===== src/rtl/edge_wr_pkg.sv =====
// Shared constants, entry type and sizing helper for the edge SRAM writer.
package edge_wr_pkg;

    localparam int unsigned PIX_PER_WORD = 4;
    localparam int unsigned WORD_W       = 16;
    localparam int unsigned PIX_W        = WORD_W / PIX_PER_WORD;
    localparam int unsigned LANE_W       = $clog2(PIX_PER_WORD);
    // Widest SRAM word address the entry type can carry.
    localparam int unsigned IDX_MAX_W    = 32;

    // Write entry: word index within the frame plus packed pixel data.
    typedef struct packed {
        logic [IDX_MAX_W-1:0] idx;
        logic [WORD_W-1:0]    data;
    } wr_entry_t;

    // Number of packed words in one frame.
    function automatic int unsigned words_per_frame(input int unsigned w, input int unsigned h);
        return (w * h) / PIX_PER_WORD;
    endfunction

endpackage


===== src/rtl/sync_fifo.sv =====
// Single-clock FIFO with a fall-through head; push while full is only
// accepted when a pop frees a slot in the same cycle.
module sync_fifo #(
    parameter int unsigned WIDTH = 34,
    parameter int unsigned DEPTH = 8
) (
    input  logic             clk,
    input  logic             rst,
    input  logic             push_i,
    input  logic [WIDTH-1:0] push_data_i,
    input  logic             pop_i,
    output logic             full_o,
    output logic             empty_o,
    output logic [WIDTH-1:0] head_o
);

    localparam int unsigned PTR_W = $clog2(DEPTH);
    localparam int unsigned CNT_W = PTR_W + 1;

    logic [WIDTH-1:0] mem_q [DEPTH];
    logic [PTR_W-1:0] wr_ptr_q;
    logic [PTR_W-1:0] rd_ptr_q;
    logic [CNT_W-1:0] count_q;
    logic             do_push;
    logic             do_pop;

    assign empty_o = (count_q == '0);
    assign full_o  = (count_q == CNT_W'(DEPTH));
    assign do_pop  = pop_i && !empty_o;
    assign do_push = push_i && (!full_o || do_pop);
    assign head_o  = mem_q[rd_ptr_q];

    // Storage, pointers and occupancy; storage is cleared so the head reads zero after reset.
    always_ff @(posedge clk or posedge rst) begin
        if (rst) begin
            mem_q    <= '{default: '0};
            wr_ptr_q <= '0;
            rd_ptr_q <= '0;
            count_q  <= '0;
        end else begin
            if (do_push) begin
                mem_q[wr_ptr_q] <= push_data_i;
                wr_ptr_q        <= wr_ptr_q + PTR_W'(1);
            end
            if (do_pop) begin
                rd_ptr_q <= rd_ptr_q + PTR_W'(1);
            end
            count_q <= count_q + CNT_W'(do_push) - CNT_W'(do_pop);
        end
    end

endmodule


===== src/rtl/edge_sram_writer.sv =====
// Packs 4-bit edge pixels four per 16-bit word and writes them to SRAM
// through a small FIFO with a we/ack handshake, tracking frame position.
// Optional macro EDGE_THRESH_EN: binarize each pixel against thresh.
// ADDR_W must not exceed edge_wr_pkg::IDX_MAX_W.
module edge_sram_writer
    import edge_wr_pkg::*;
#(
    parameter int unsigned IMG_W      = 640,
    parameter int unsigned IMG_H      = 480,
    parameter int unsigned FIFO_DEPTH = 8,
    parameter int unsigned ADDR_W     = 18,
    parameter int unsigned BASE_ADDR  = 0
) (
    input  logic              clk,
    input  logic              rst,
    input  logic [PIX_W-1:0]  pixel_in,
    input  logic              in_valid,
    input  logic              sync_clear,
    input  logic [PIX_W-1:0]  thresh,
    output logic              sram_we,
    output logic [ADDR_W-1:0] sram_addr,
    output logic [WORD_W-1:0] sram_wdata,
    input  logic              sram_ack,
    output logic              frame_done,
    output logic              overflow
);

    localparam int unsigned WORDS  = words_per_frame(IMG_W, IMG_H);
    localparam int unsigned WIDX_W = (WORDS > 1) ? $clog2(WORDS) : 1;
    localparam int unsigned ENT_W  = ADDR_W + WORD_W;
    localparam logic [LANE_W-1:0] LANE_LAST = LANE_W'(PIX_PER_WORD - 1);

    logic [LANE_W-1:0]                  lane_q, lane_d, lane_eff;
    logic [PIX_PER_WORD-1:0][PIX_W-1:0] word_q, word_d, word_eff;
    logic [WIDX_W-1:0]                  widx_q, widx_d, widx_eff;
    logic [PIX_W-1:0]                   pix_c;
    logic                               push_req;
    logic [ENT_W-1:0]                   push_data;
    logic [ENT_W-1:0]                   head_data;
    logic                               fifo_full;
    logic                               fifo_empty;
    logic                               pop;
    logic                               drop;
    wr_entry_t                          head_ent;
    logic                               frame_done_q, frame_done_d;
    logic                               overflow_q;

`ifdef EDGE_THRESH_EN
    // Binarize the incoming pixel against the threshold.
    assign pix_c = (pixel_in >= thresh) ? {PIX_W{1'b1}} : '0;
`else
    logic unused_thresh;
    assign unused_thresh = ^thresh;
    assign pix_c         = pixel_in;
`endif

    // Packer next state: sync_clear restarts the word/frame before this cycle's pixel lands.
    always_comb begin
        lane_eff  = sync_clear ? '0 : lane_q;
        word_eff  = sync_clear ? '0 : word_q;
        widx_eff  = sync_clear ? '0 : widx_q;
        lane_d    = lane_eff;
        word_d    = word_eff;
        widx_d    = widx_eff;
        push_req  = 1'b0;
        push_data = {ADDR_W'(widx_eff), word_eff};
        if (in_valid) begin
            word_d[lane_eff] = pix_c;
            if (lane_eff == LANE_LAST) begin
                push_req  = 1'b1;
                push_data = {ADDR_W'(widx_eff), word_d};
                lane_d    = '0;
                word_d    = '0;
                widx_d    = (widx_eff == WIDX_W'(WORDS - 1)) ? '0 : widx_eff + WIDX_W'(1);
            end else begin
                lane_d = lane_eff + LANE_W'(1);
            end
        end
    end

    sync_fifo #(
        .WIDTH (ENT_W),
        .DEPTH (FIFO_DEPTH)
    ) u_fifo (
        .clk         (clk),
        .rst         (rst),
        .push_i      (push_req),
        .push_data_i (push_data),
        .pop_i       (pop),
        .full_o      (fifo_full),
        .empty_o     (fifo_empty),
        .head_o      (head_data)
    );

    // Unpack the FIFO head into an entry view.
    always_comb begin
        head_ent      = '0;
        head_ent.idx  = IDX_MAX_W'(head_data[WORD_W +: ADDR_W]);
        head_ent.data = head_data[WORD_W-1:0];
    end

    assign pop  = !fifo_empty && sram_ack;
    assign drop = push_req && fifo_full && !pop;

    // Last word of the frame retired, either written or lost to a full FIFO.
    always_comb begin
        frame_done_d = (pop && (head_ent.idx == IDX_MAX_W'(WORDS - 1))) ||
                       (drop && (widx_eff == WIDX_W'(WORDS - 1)));
    end

    // Packer, frame pulse and sticky overflow registers.
    always_ff @(posedge clk or posedge rst) begin
        if (rst) begin
            lane_q       <= '0;
            word_q       <= '0;
            widx_q       <= '0;
            frame_done_q <= 1'b0;
            overflow_q   <= 1'b0;
        end else begin
            lane_q       <= lane_d;
            word_q       <= word_d;
            widx_q       <= widx_d;
            frame_done_q <= frame_done_d;
            if (drop) begin
                overflow_q <= 1'b1;
            end
        end
    end

    assign sram_we    = !fifo_empty;
    assign sram_addr  = ADDR_W'(IDX_MAX_W'(BASE_ADDR) + head_ent.idx);
    assign sram_wdata = head_ent.data;
    assign frame_done = frame_done_q;
    assign overflow   = overflow_q;

endmodule


===== config.mk =====
export PLATFORM = sky130hd
export DESIGN_NAME = edge_sram_writer
export DESIGN_NICKNAME = d
export VERILOG_FILES = /design/src/rtl/edge_wr_pkg.sv /design/src/rtl/sync_fifo.sv /design/src/rtl/edge_sram_writer.sv
export SDC_FILE = /design/constraint.sdc
export NUM_CORES = 1
export LEC_CHECK = 0
export CAP_MARGIN = 20
export CELL_PAD_IN_SITES_DETAIL_PLACEMENT = 1
export CELL_PAD_IN_SITES_GLOBAL_PLACEMENT = 1
export CORE_ASPECT_RATIO = 1.25
export CORE_MARGIN = 3
export CORE_UTILIZATION = 48
export CTS_BUF_LIST = sky130_fd_sc_hd__clkbuf_16
export DETAILED_ROUTE_END_ITERATION = 7
export MAX_ROUTING_LAYER = met4
export PLACE_DENSITY_LB_ADDON = 0.1
export RECOVER_POWER = 100
export SLEW_MARGIN = 10
export SYNTH_ARGS = -nofsm -noshare
export SYNTH_HDL_FRONTEND = slang
export SYNTH_HIERARCHICAL = 1
export SYNTH_SLANG_ARGS = --single-unit

===== constraint.sdc =====
create_clock -name clk -period 11.44 [get_ports clk]
set_input_delay 3.432 -clock clk [delete_from_list [all_inputs] [get_ports clk]]
set_output_delay 3.432 -clock clk [all_outputs]
set_load 0.03 [all_outputs]

==> results.sh, run 1 <==
export IMPL_number_of_global_route_vias_before_repair=9418
export IMPL_rows=71
export IMPL_min_path_type="reg2reg"
export IMPL_clk_insertion_delay_late_ps=510
export IMPL_net_switching_power_mw=0.749
export IMPL_post_cts_resized_instances=0
export IMPL_dpl_worst_slack_ps=3920
export IMPL_synth_cell_type_count=56
export IMPL_buffer_cell_driving_the_clock_tree_root="sky130_fd_sc_hd__clkbuf_16"
export IMPL_p_leak_nw=8.21
export IMPL_setup_violations_final=0
export IMPL_comb_power_share_pct=13.4
export IMPL_crit_path_end_kind="register"
export IMPL_setup_repair_after_global_routing_missed_its_margin="no"
export IMPL_cts_hold_buffers_added=0
export IMPL_antenna_found_initial=0
export IMPL_synthesis_instances=965
export IMPL_netSwitchingFraction_pct=27.4
export IMPL_setup_worst_path_class="in2reg"
export IMPL_synth_top_cell_area_share_pct=53.1
export IMPL_critPathLaunchType="primary input"
export IMPL_worstMarginPinSlew_ps=4260
export IMPL_design_die_area_mm2=0.0335
export IMPL_num_vias=8314
export IMPL_postLayoutSetupSlackWorst_ps=2310
export IMPL_post_route_drc_count=0
export IMPL_synth_seq_cells=319
export IMPL_routedWlPerCell_um=23.5
export IMPL_fin_tns_setup_ps=0
export IMPL_run_status="finished, violations left"
export IMPL_port_buffers=45
export IMPL_post_dp_hpwl_um=20200
export IMPL_synth_enable_flop_cells=0
export IMPL_grt_first_pass_wirelength_um=54600
export IMPL_synth_area_top_cells="sky130_fd_sc_hd__dfrtp_1 (53%), sky130_fd_sc_hd__mux2_2 (24%), sky130_fd_sc_hd__mux4_2 (10%)"
export IMPL_design_portCount=50
export IMPL_core_mm2=0.0305
export IMPL_period_share_pct=79.8
export IMPL_nFillCells=2851
export IMPL_htreeDepth=2
export IMPL_first_iter_violations=387
export IMPL_die_width_um=164
export IMPL_routed_wl_met3_um=888
export IMPL_final_setup_skew_ps=11.7
export IMPL_synth_seq_area_share_pct=53.1
export IMPL_max_cap_viol_count=13
export IMPL_drt_vias_per_instance=5.78
export IMPL_antenna_violating_nets_post_route=0
export IMPL_power_per_cell_area_mw_per_mm2=163
export IMPL_crit_path_cell_trace="dlygate4sd3_1 > clkbuf_1 > nand2b_1 > inv_1 > ha_1 > nand2_1 > inv_1 > nor3b_1 > o211ai_1 > clkbuf_1 > mux2_2"
export IMPL_cts_path_max_buffers=3
export IMPL_syn_mean_instance_area_um2=15.6
export IMPL_place_detailed_instances=1376
export IMPL_ys_async_rst_share_pct=100
export IMPL_top_layer="met4"
export IMPL_max_slew_margin_rel_pct=-186
export IMPL_crit_path_max_fanout=39
export IMPL_post_synth_top_count_cell="sky130_fd_sc_hd__dfrtp_1"
export IMPL_netlist_top_cells_count="sky130_fd_sc_hd__dfrtp_1 (319), sky130_fd_sc_hd__mux2_2 (316), sky130_fd_sc_hd__mux4_2 (68)"
export IMPL_holdCritStartpoint="u_fifo/mem_q[162]"
export IMPL_met2RoutedLength_um=17300
export IMPL_groute_usage_overall_pct=21.8
export IMPL_p_clk_share_pct=40.4
export IMPL_timing_max_transition_violations_final=466
export IMPL_wirelength_met1_um=15100
export IMPL_cts_post_setup_buffers_inserted=0
export IMPL_cts_tree="built"
export IMPL_finalHoldViolCount=0
export IMPL_post_synth_instance_area_mm2=0.0150
export IMPL_clkSinkCount=319
export IMPL_layout_drive_gt1_share_pct=42.7
export IMPL_synth_warnings=6
export IMPL_grt_start_max_net_pins=95
export IMPL_num_nets_final=1039
export IMPL_crit_path_start="sync_clear"
export IMPL_die_height_um=204
export IMPL_worstPathRequired_ps=11820
export IMPL_seqPwrFrac_pct=46.2
export IMPL_crit_path_top_delay_cell="sky130_fd_sc_hd__clkbuf_1"
export IMPL_synth_largest_area_cell="sky130_fd_sc_hd__dfrtp_1"
export IMPL_routabilityCongestion=0.743
export IMPL_diodes=0
export IMPL_cts_buffers_inserted=35
export IMPL_final_min_clock_period_ps=9130
export IMPL_power_report_internal_total_mw=1.99
export IMPL_gr_total_overflow=0
export IMPL_post_layout_nonfiller_instances=1439
export IMPL_postSynth_topFlopCell="sky130_fd_sc_hd__dfrtp_1"
export IMPL_vdd_ir_drop_max_mv=0.111
export IMPL_timing_critical_path_slowest_cell_delay_ps=1990
export IMPL_drt_total_wl_um=33800
export IMPL_achievable_frequency_ghz=0.110
export IMPL_dr_pass1_iters=6
export IMPL_failing_checks="max-capacitance violations, max-slew violations"
export IMPL_area_growth_pct=11.6
export IMPL_critical_path_arrival_ps=9500
export IMPL_initial_utilization_pct=49.3
export IMPL_worst_r2r_start="u_fifo/rd_ptr_q[0]"
export IMPL_worst_path_clk_slew_ps=60
layout make-up:
cell class              instances  area, um^2  share of cell area [%]
clock inverters                26         198                    1.18
repair buffers                 62         546                    3.25
clock buffers                  37         926                    5.52
well taps                     401         502                    2.99
flip-flops and latches        319        7990                    47.7
multi-input cells             575        6530                    38.9
inverters                      19        75.1                   0.448
cell usage in the layout, fill, tap and decap left out, drive strengths merged, types with 2 or more instances in the layout:
cell           count
mux2             320
dfrtp            319
mux4              68
clkbuf            46
dlygate4sd3       38
nor2b             30
inv               23
xnor2             17
nand2             16
clkinv            16
ha                13
a32o              12
nor2               9
o21ai              8
conb               8
buf                8
clkdlybuf4s50      7
nor4               6
nand3              6
nand4              6
a21o               5
nand4b             5
and2               5
nand2b             4
nor3               4
and3               4
xor2               3
bufinv             3
o211ai             3
a21oi              3
clkinvlp           3
and4               2
nor4bb             2
a211oi             2
nand3b             2
or3b               2
worst max-delay path, delay by kind of cell:
family | cells | cell delay (ps)
AND/OR/NAND/NOR | 3 | 760
AO/OA/AOI/OAI | 1 | 350
adder cells (fa/ha/maj) | 1 | 310
buffers and inverters | 5 | 4100
multiplexers | 1 | 470
final timing paths:
path                                     end  slack [ps]  cells after the start
setup / recovery           u_fifo/mem_q[223]        2310                     11
hold / removal             u_fifo/mem_q[162]         490                      1
setup reg to reg                  frame_done        5600                      7
hold reg to reg            u_fifo/mem_q[162]         490                      1
max in group asynchronous  u_fifo/mem_q[147]        3100                      4
min in group asynchronous           overflow        4260                      3
power by group through the flow:
stage / Sequential, mW / Clock [mW] / Combinational, mW
floorplan: 1.19 / 0 / 0.366
global placement: 1.29 / 0 / 0.377
detailed placement: 1.29 / 0 / 0.381
CTS: 1.27 / 1.14 / 0.383
global route: 1.28 / 1.19 / 0.402
finish: 1.26 / 1.11 / 0.367
flip-flops by register name, indices dropped and copies added, names as in the netlist:
name,flops
u_fifo/wr_ptr_q,3
lane_q,2
u_fifo/rd_ptr_q,3
u_fifo/mem_q,272
widx_q,17
word_q,16
frame_done,1
overflow,1
u_fifo/count_q,4
kinds of logic (layout without fill, tap and decap cells):
logic type,Yosys count,count (layout),synth area share [%]
XOR/XNOR,20,20,1.17
AND/OR/NAND/NOR,106,106,4.76
AO/OA/AOI/OAI,38,38,2.28
flip-flops,319,319,53.1
multiplexers,389,389,34.3
adder cells (fa/ha/maj),14,14,1.22
buffers and inverters,78,144,3.11
other,1,8,0.0250
per-layer routing:
metal  vias up  track usage, %
met5         -               -
met4         0            4.71
met3        44            3.09
met2        84            36.3
met1      4521            28.6
li1       3665               -
metrics by stage:
step / utilization [%] / power, mW / hold slack, ps / area, um^2
global route: 55.0 / 2.87 / 510 / 16800
floorplan: - / 1.55 / 452 / 15000
global placement: 51.9 / 1.67 / 464 / 15800
finish: 55.0 / 2.74 / 488 / 16800
CTS: 55.5 / 2.79 / 488 / 16900
detailed placement: 51.9 / 1.68 / 474 / 15800
Note: power is estimated with default switching activity, not from simulation.
==> run 2: changes to the inputs <==
--- a/config.mk
+++ b/config.mk
@@ -10,7 +10,7 @@
 export CELL_PAD_IN_SITES_GLOBAL_PLACEMENT = 1
 export CORE_ASPECT_RATIO = 1.25
 export CORE_MARGIN = 3
-export CORE_UTILIZATION = 48
+export CORE_UTILIZATION = 53
 export CTS_BUF_LIST = sky130_fd_sc_hd__clkbuf_16
 export DETAILED_ROUTE_END_ITERATION = 7
 export MAX_ROUTING_LAYER = met4
==> constraint.sdc (replaced) <==
create_clock -name clk -period 9.27 [get_ports clk]
set_input_delay 2.781 -clock clk [delete_from_list [all_inputs] [get_ports clk]]
set_output_delay 2.781 -clock clk [all_outputs]
set_load 0.03 [all_outputs]
==> results.sh, run 2 (synthesis results as in run 1) <==
export IMPL_power_report_internal_total_mw=2.33
export IMPL_final_setup_skew_ps=17.6
export IMPL_p_leak_nw=8.10
export IMPL_period_share_pct=84.0
export IMPL_htreeDepth=2
export IMPL_routabilityCongestion=0.745
export IMPL_reg2reg_depth=7
export IMPL_finalHoldViolCount=0
export IMPL_setup_worst_path_class="in2reg"
export IMPL_rows=68
export IMPL_seqPwrFrac_pct=48.1
export IMPL_max_slew_margin_rel_pct=-146
export IMPL_ff_latch_area_mm2=0.00799
export IMPL_failing_checks="max-capacitance violations, max-slew violations"
export IMPL_post_route_drc_count=0
export IMPL_gr_total_overflow=0
export IMPL_post_dp_hpwl_um=19700
export IMPL_groute_usage_overall_pct=23.3
export IMPL_clkSinkCount=319
export IMPL_drt_vias_per_instance=5.99
export IMPL_cts_hold_buffers_added=0
export IMPL_design_portCount=50
export IMPL_grt_first_pass_wirelength_um=53800
export IMPL_critPathLaunchType="primary input"
export IMPL_mostFrequentLayoutCell="sky130_fd_sc_hd__dfrtp_1"
export IMPL_routedWlPerCell_um=23.9
export IMPL_registers_top_by_ff_count="u_fifo/mem_q"
export IMPL_core_mm2=0.0277
export IMPL_vdd_ir_drop_max_mv=0.171
export IMPL_num_vias=8291
export IMPL_netSwitchingFraction_pct=27.7
export IMPL_cts_buffers_inserted=34
export IMPL_achievable_frequency_ghz=0.128
export IMPL_antenna_found_initial=0
export IMPL_run_status="finished, violations left"
export IMPL_worstMarginPinSlew_ps=3680
export IMPL_net_switching_power_mw=0.893
export IMPL_buffer_cell_driving_the_clock_tree_root="sky130_fd_sc_hd__clkbuf_16"
export IMPL_nFillCells=2569
export IMPL_timing_max_transition_violations_final=497
export IMPL_power_per_cell_area_mw_per_mm2=195
export IMPL_comb_power_share_pct=14.1
export IMPL_antenna_violating_nets_post_route=0
export IMPL_max_cap_viol_count=13
export IMPL_final_min_clock_period_ps=7790
export IMPL_dr_pass1_iters=4
export IMPL_design_die_area_mm2=0.0304
export IMPL_cts_path_max_buffers=3
export IMPL_number_of_global_route_vias_before_repair=9254
export IMPL_area_growth_pct=10.1
export IMPL_crit_path_end_kind="register"
export IMPL_diodes=0
export IMPL_initial_utilization_pct=54.2
export IMPL_layout_drive_gt1_share_pct=42.6
export IMPL_finalCoreUtilization_pct=59.6
export IMPL_grt_start_max_net_pins=151
export IMPL_flip_flop_count_of_the_largest_register_all_copies_and_words_added=272
export IMPL_worstPathRequired_ps=9660
export IMPL_first_iter_violations=380
export IMPL_critical_path_arrival_ps=8170
export IMPL_largestRegisters="u_fifo/mem_q (272), widx_q (17), word_q (16)"
export IMPL_cts_tree="built"
export IMPL_port_buffers=45
export IMPL_fin_tns_setup_ps=0
export IMPL_drt_total_wl_um=33000
export IMPL_p_clk_share_pct=37.8
export IMPL_crit_path_max_fanout=25
export IMPL_multiInputGateArea_mm2=0.00652
export IMPL_worst_path_clk_slew_ps=60
export IMPL_holdPathStages=1
export IMPL_min_path_type="reg2reg"
export IMPL_cts_post_setup_buffers_inserted=0
export IMPL_die_width_um=157
export IMPL_setup_repair_after_global_routing_missed_its_margin="no"
export IMPL_die_height_um=194
export IMPL_final_cell_mix="sky130_fd_sc_hd__dfrtp_1 (317), sky130_fd_sc_hd__mux2_2 (314), sky130_fd_sc_hd__mux4_2 (68)"
export IMPL_clk_insertion_delay_late_ps=510
export IMPL_num_nets_final=1037
export IMPL_setup_violations_final=0
export IMPL_post_cts_resized_instances=0
==> run 2: changes by cell type in the layout (fill, tap and decap cells not counted), moves of 2 or more <==
| cell | before | now |
|---|---|---|
| sky130_fd_sc_hd__clkdlybuf4s50_1 | 7 | 22 |
| sky130_fd_sc_hd__clkinvlp_4 | 2 | 0 |
| sky130_fd_sc_hd__buf_4 | 8 | 4 |
| sky130_fd_sc_hd__mux2_2 | 305 | 314 |
| sky130_fd_sc_hd__clkinv_1 | 8 | 10 |
| sky130_fd_sc_hd__mux2_1 | 15 | 6 |
| sky130_fd_sc_hd__clkbuf_16 | 37 | 35 |
| sky130_fd_sc_hd__dlygate4sd3_1 | 38 | 23 |
| sky130_fd_sc_hd__clkinv_2 | 7 | 5 |
| sky130_fd_sc_hd__bufinv_16 | 3 | 0 |
| sky130_fd_sc_hd__inv_1 | 22 | 26 |
==> run 2: cell type report <==
type                       count  share of cell area [%]
clock buffer                  35                    5.29
clock inverter                25                   0.635
tap                          350                    2.65
sequential                   319                    48.3
multi-input combinational    575                    39.4
inverter                      19                   0.454
timing repair buffer          61                    3.29
==> run 2: routing by layer <==
layer  wire, um  up-vias  GRT usage [%]
met5          0        -              -
met1      14300     4502           30.5
met2      17500      110           39.6
met3        816       30           3.06
met4        418        0           4.05
li1           -     3649              -
==> run 2: power by group through the flow <==
stage,combinational [mW],clock (mW),sequential [mW]
global route,0.493,1.32,1.56
detailed placement,0.475,0,1.58
global placement,0.468,0,1.58
floorplan,0.451,0,1.47
CTS,0.477,1.26,1.56
finish,0.453,1.22,1.55
==> run 2: critical path, cell delays in order <==
cell	delay (ps)
sky130_fd_sc_hd__dlygate4sd3_1	810
sky130_fd_sc_hd__nand2b_1	330
sky130_fd_sc_hd__inv_1	110
sky130_fd_sc_hd__ha_1	330
sky130_fd_sc_hd__nand2_1	240
sky130_fd_sc_hd__inv_1	610
sky130_fd_sc_hd__nand3_1	210
sky130_fd_sc_hd__a211oi_1	1650
sky130_fd_sc_hd__buf_4	650
sky130_fd_sc_hd__mux2_2	400
==> run 2: worst paths after layout <==
path	slack (ps)	from	end
setup / recovery	1480	sync_clear	u_fifo/mem_q[10]
hold / removal	480	u_fifo/mem_q[162]	u_fifo/mem_q[162]
setup reg to reg	4010	u_fifo/rd_ptr_q[0]	frame_done
hold reg to reg	480	u_fifo/mem_q[162]	u_fifo/mem_q[162]
max in group asynchronous	2050	rst	u_fifo/mem_q[122]
min in group asynchronous	3620	rst	word_q[8]
==> run 2: per-stage QoR <==
| stage | power [mW] | hold WS (ps) | area [um^2] | setup WS, ps | instances |
|---|---|---|---|---|---|
| 2_1_floorplan | 1.92 | 452 | 15100 | 2750 | 972 |
| 3_3_place_gp | 2.05 | 468 | 15700 | 1900 | 1323 |
| 3_5_place_dp | 2.06 | 470 | 15700 | 1840 | 1323 |
| 4_1_cts | 3.29 | 484 | 16700 | 2350 | 1383 |
| 5_1_grt | 3.38 | 500 | 16500 | 1050 | 1384 |
| 6_report | 3.22 | 478 | 16500 | 1480 | 1384 |
==> run 3: changes to the inputs <==
==> constraint.sdc (replaced) <==
create_clock -name clk -period 7.7 [get_ports clk]
set_input_delay 2.31 -clock clk [delete_from_list [all_inputs] [get_ports clk]]
set_output_delay 2.31 -clock clk [all_outputs]
set_load 0.03 [all_outputs]
==> results.sh, run 3 (synthesis results as in run 1) <==
export IMPL_cts_tree="built"
export IMPL_num_nets_final=1042
export IMPL_hold_slack_ps=482
export IMPL_grt_start_max_net_pins=121
export IMPL_antenna_found_initial=0
export IMPL_net_switching_power_mw=1.11
export IMPL_final_setup_skew_ps=21.3
export IMPL_p_clk_share_pct=39.5
export IMPL_crit_path_cell_trace="clkbuf_1 > mux4_2 > mux2_2 > dlygate4sd3_1"
export IMPL_timing_max_transition_violations_final=284
export IMPL_largestRegisters="u_fifo/mem_q (272), widx_q (17), word_q (16)"
export IMPL_crit_path_start="u_fifo/rd_ptr_q[1]"
export IMPL_initial_utilization_pct=54.2
export IMPL_max_cap_viol_count=11
export IMPL_cts_post_setup_buffers_inserted=0
export IMPL_worst_setup_path_endpoint="sram_addr[0]"
export IMPL_dpl_instance_area_mm2=0.0158
export IMPL_area_growth_pct=10.9
export IMPL_p_leak_nw=8.21
export IMPL_run_status="finished, violations left"
export IMPL_setup_worst_path_class="reg2out"
export IMPL_period_share_pct=86.3
export IMPL_routedWlPerCell_um=24.1
export IMPL_max_slew_margin_rel_pct=-74.2
export IMPL_routing_usage_on_met2_pct=39.9
export IMPL_seqPwrFrac_pct=46.8
export IMPL_final_min_clock_period_ps=6650
export IMPL_failing_checks="max-capacitance violations, max-slew violations"
export IMPL_rows=68
export IMPL_design_die_area_mm2=0.0304
export IMPL_post_dp_hpwl_um=20300
export IMPL_number_of_global_route_vias_before_repair=9509
export IMPL_post_cts_resized_instances=0
export IMPL_groute_usage_overall_pct=23.4
export IMPL_routabilityCongestion=0.731
export IMPL_critical_path_arrival_ps=4340
export IMPL_clkSinkCount=319
export IMPL_num_vias=8345
export IMPL_r2r_slack_ps=3230
export IMPL_worstPathRequired_ps=5390
export IMPL_worst_path_clk_slew_ps=60
export IMPL_gr_total_overflow=0
export IMPL_vdd_ir_drop_max_mv=0.190
export IMPL_cts_path_max_buffers=3
export IMPL_drt_total_wl_um=33400
export IMPL_cts_hold_buffers_added=0
export IMPL_grt_first_pass_wirelength_um=54400
export IMPL_core_mm2=0.0277
export IMPL_design_portCount=50
export IMPL_setup_violations_final=0
export IMPL_crit_path_end_kind="output pin"
export IMPL_flip_flop_count_of_the_largest_register_all_copies_and_words_added=272
export IMPL_die_height_um=194
export IMPL_comb_power_share_pct=13.7
export IMPL_finalHoldViolCount=0
export IMPL_post_route_drc_count=0
export IMPL_power_per_cell_area_mw_per_mm2=241
export IMPL_mostFrequentLayoutCell="sky130_fd_sc_hd__dfrtp_1"
export IMPL_buffer_cell_driving_the_clock_tree_root="sky130_fd_sc_hd__clkbuf_16"
export IMPL_globalRouteMet1Util_pct=30.7
export IMPL_die_width_um=157
export IMPL_setup_repair_after_global_routing_missed_its_margin="no"
export IMPL_achievable_frequency_ghz=0.150
export IMPL_fin_tns_setup_ps=0
export IMPL_min_path_type="reg2reg"
export IMPL_crit_path_top_delay_cell="sky130_fd_sc_hd__clkbuf_1"
export IMPL_worstMarginPinSlew_ps=2610
export IMPL_critPathLaunchType="register"
export IMPL_layout_drive_gt1_share_pct=42.6
export IMPL_reg2reg_depth=11
export IMPL_antenna_violating_nets_post_route=0
export IMPL_dr_pass1_iters=4
export IMPL_registers_top_by_ff_count="u_fifo/mem_q"
export IMPL_timing_critical_path_slowest_cell_delay_ps=1350
export IMPL_busiest_grt_layer="met2"
export IMPL_cts_buffers_inserted=35
export IMPL_stdcell_area_mm2=0.0167
export IMPL_final_cell_mix="sky130_fd_sc_hd__dfrtp_1 (316), sky130_fd_sc_hd__mux2_2 (305), sky130_fd_sc_hd__mux4_2 (68)"
export IMPL_crit_reg2reg_capture="u_fifo/mem_q[263]"
export IMPL_crit_path_max_fanout=47
export IMPL_worst_r2r_start="u_fifo/count_q[2]"
export IMPL_first_iter_violations=397
export IMPL_htreeDepth=2
export IMPL_power_report_internal_total_mw=2.90
export IMPL_diodes=0
export IMPL_netSwitchingFraction_pct=27.7
export IMPL_drt_vias_per_instance=6.01
export IMPL_finalCoreUtilization_pct=60.1
export IMPL_clk_insertion_delay_late_ps=520
export IMPL_grt_met3_usage_pct=2.72
export IMPL_port_buffers=45
-- run 3: cell types whose count changed in the layout (fill, tap and decap cells not counted), moves of 2 or more --
cell,previous run,this run
sky130_fd_sc_hd__clkdlybuf4s50_1,22,9
sky130_fd_sc_hd__clkinv_2,5,9
sky130_fd_sc_hd__clkinv_1,10,5
sky130_fd_sc_hd__inv_1,26,23
sky130_fd_sc_hd__mux2_2,314,305
sky130_fd_sc_hd__clkbuf_1,9,12
sky130_fd_sc_hd__dlygate4sd3_1,23,36
sky130_fd_sc_hd__mux2_1,6,15
sky130_fd_sc_hd__bufinv_16,0,2
-- run 3: worst min-delay path by stage --
stage | cells past startpoint | start | slack, ps | to
floorplan | 1 | word_q[12] | 450 | word_q[12]
global placement | 1 | u_fifo/mem_q[165] | 460 | u_fifo/mem_q[165]
detailed placement | 1 | word_q[15] | 470 | word_q[15]
CTS | 1 | u_fifo/mem_q[165] | 480 | u_fifo/mem_q[165]
global route | 1 | u_fifo/mem_q[261] | 510 | u_fifo/mem_q[261]
finish | 1 | u_fifo/mem_q[165] | 480 | u_fifo/mem_q[165]
-- run 3: routing by layer --
layer | vias up | routed length [um]
met1 | 4558 | 14700
met2 | 84 | 17700
met3 | 34 | 689
li1 | 3669 | -
met5 | - | 0
met4 | 0 | 395
-- run 3: final cells by class --
| type | count | area, um^2 |
|---|---|---|
| clock inverter | 25 | 179 |
| inverter | 19 | 75.1 |
| timing repair buffer | 65 | 561 |
| fill | 2532 | 11100 |
| tap | 350 | 438 |
| sequential | 319 | 7990 |
| clock buffer | 36 | 901 |
| multi-input combinational | 575 | 6520 |
-- run 3: critical path, delay by kind of cell, from the launching register on --
kind,cells,cell delay (ps)
buffers and inverters,2,2050
muxes,2,770
DFF,1,930
-- run 3: power by group through the flow --
stage | Clock, mW | Combinational, mW | Sequential, mW
final | 1.58 | 0.548 | 1.88
after global routing | 1.71 | 0.595 | 1.89
after CTS | 1.62 | 0.580 | 1.88
after detailed placement | 0 | 0.577 | 1.91
after global placement | 0 | 0.564 | 1.91
after floorplan | 0 | 0.543 | 1.77
-- run 3: stage by stage --
stage	power, mW	worst slack (ps)	instances
floorplan	2.31	1650	972
global placement	2.47	1580	1328
detailed placement	2.49	1510	1328
CTS	4.09	1760	1389
global route	4.20	870	1389
finish	4.01	1050	1389
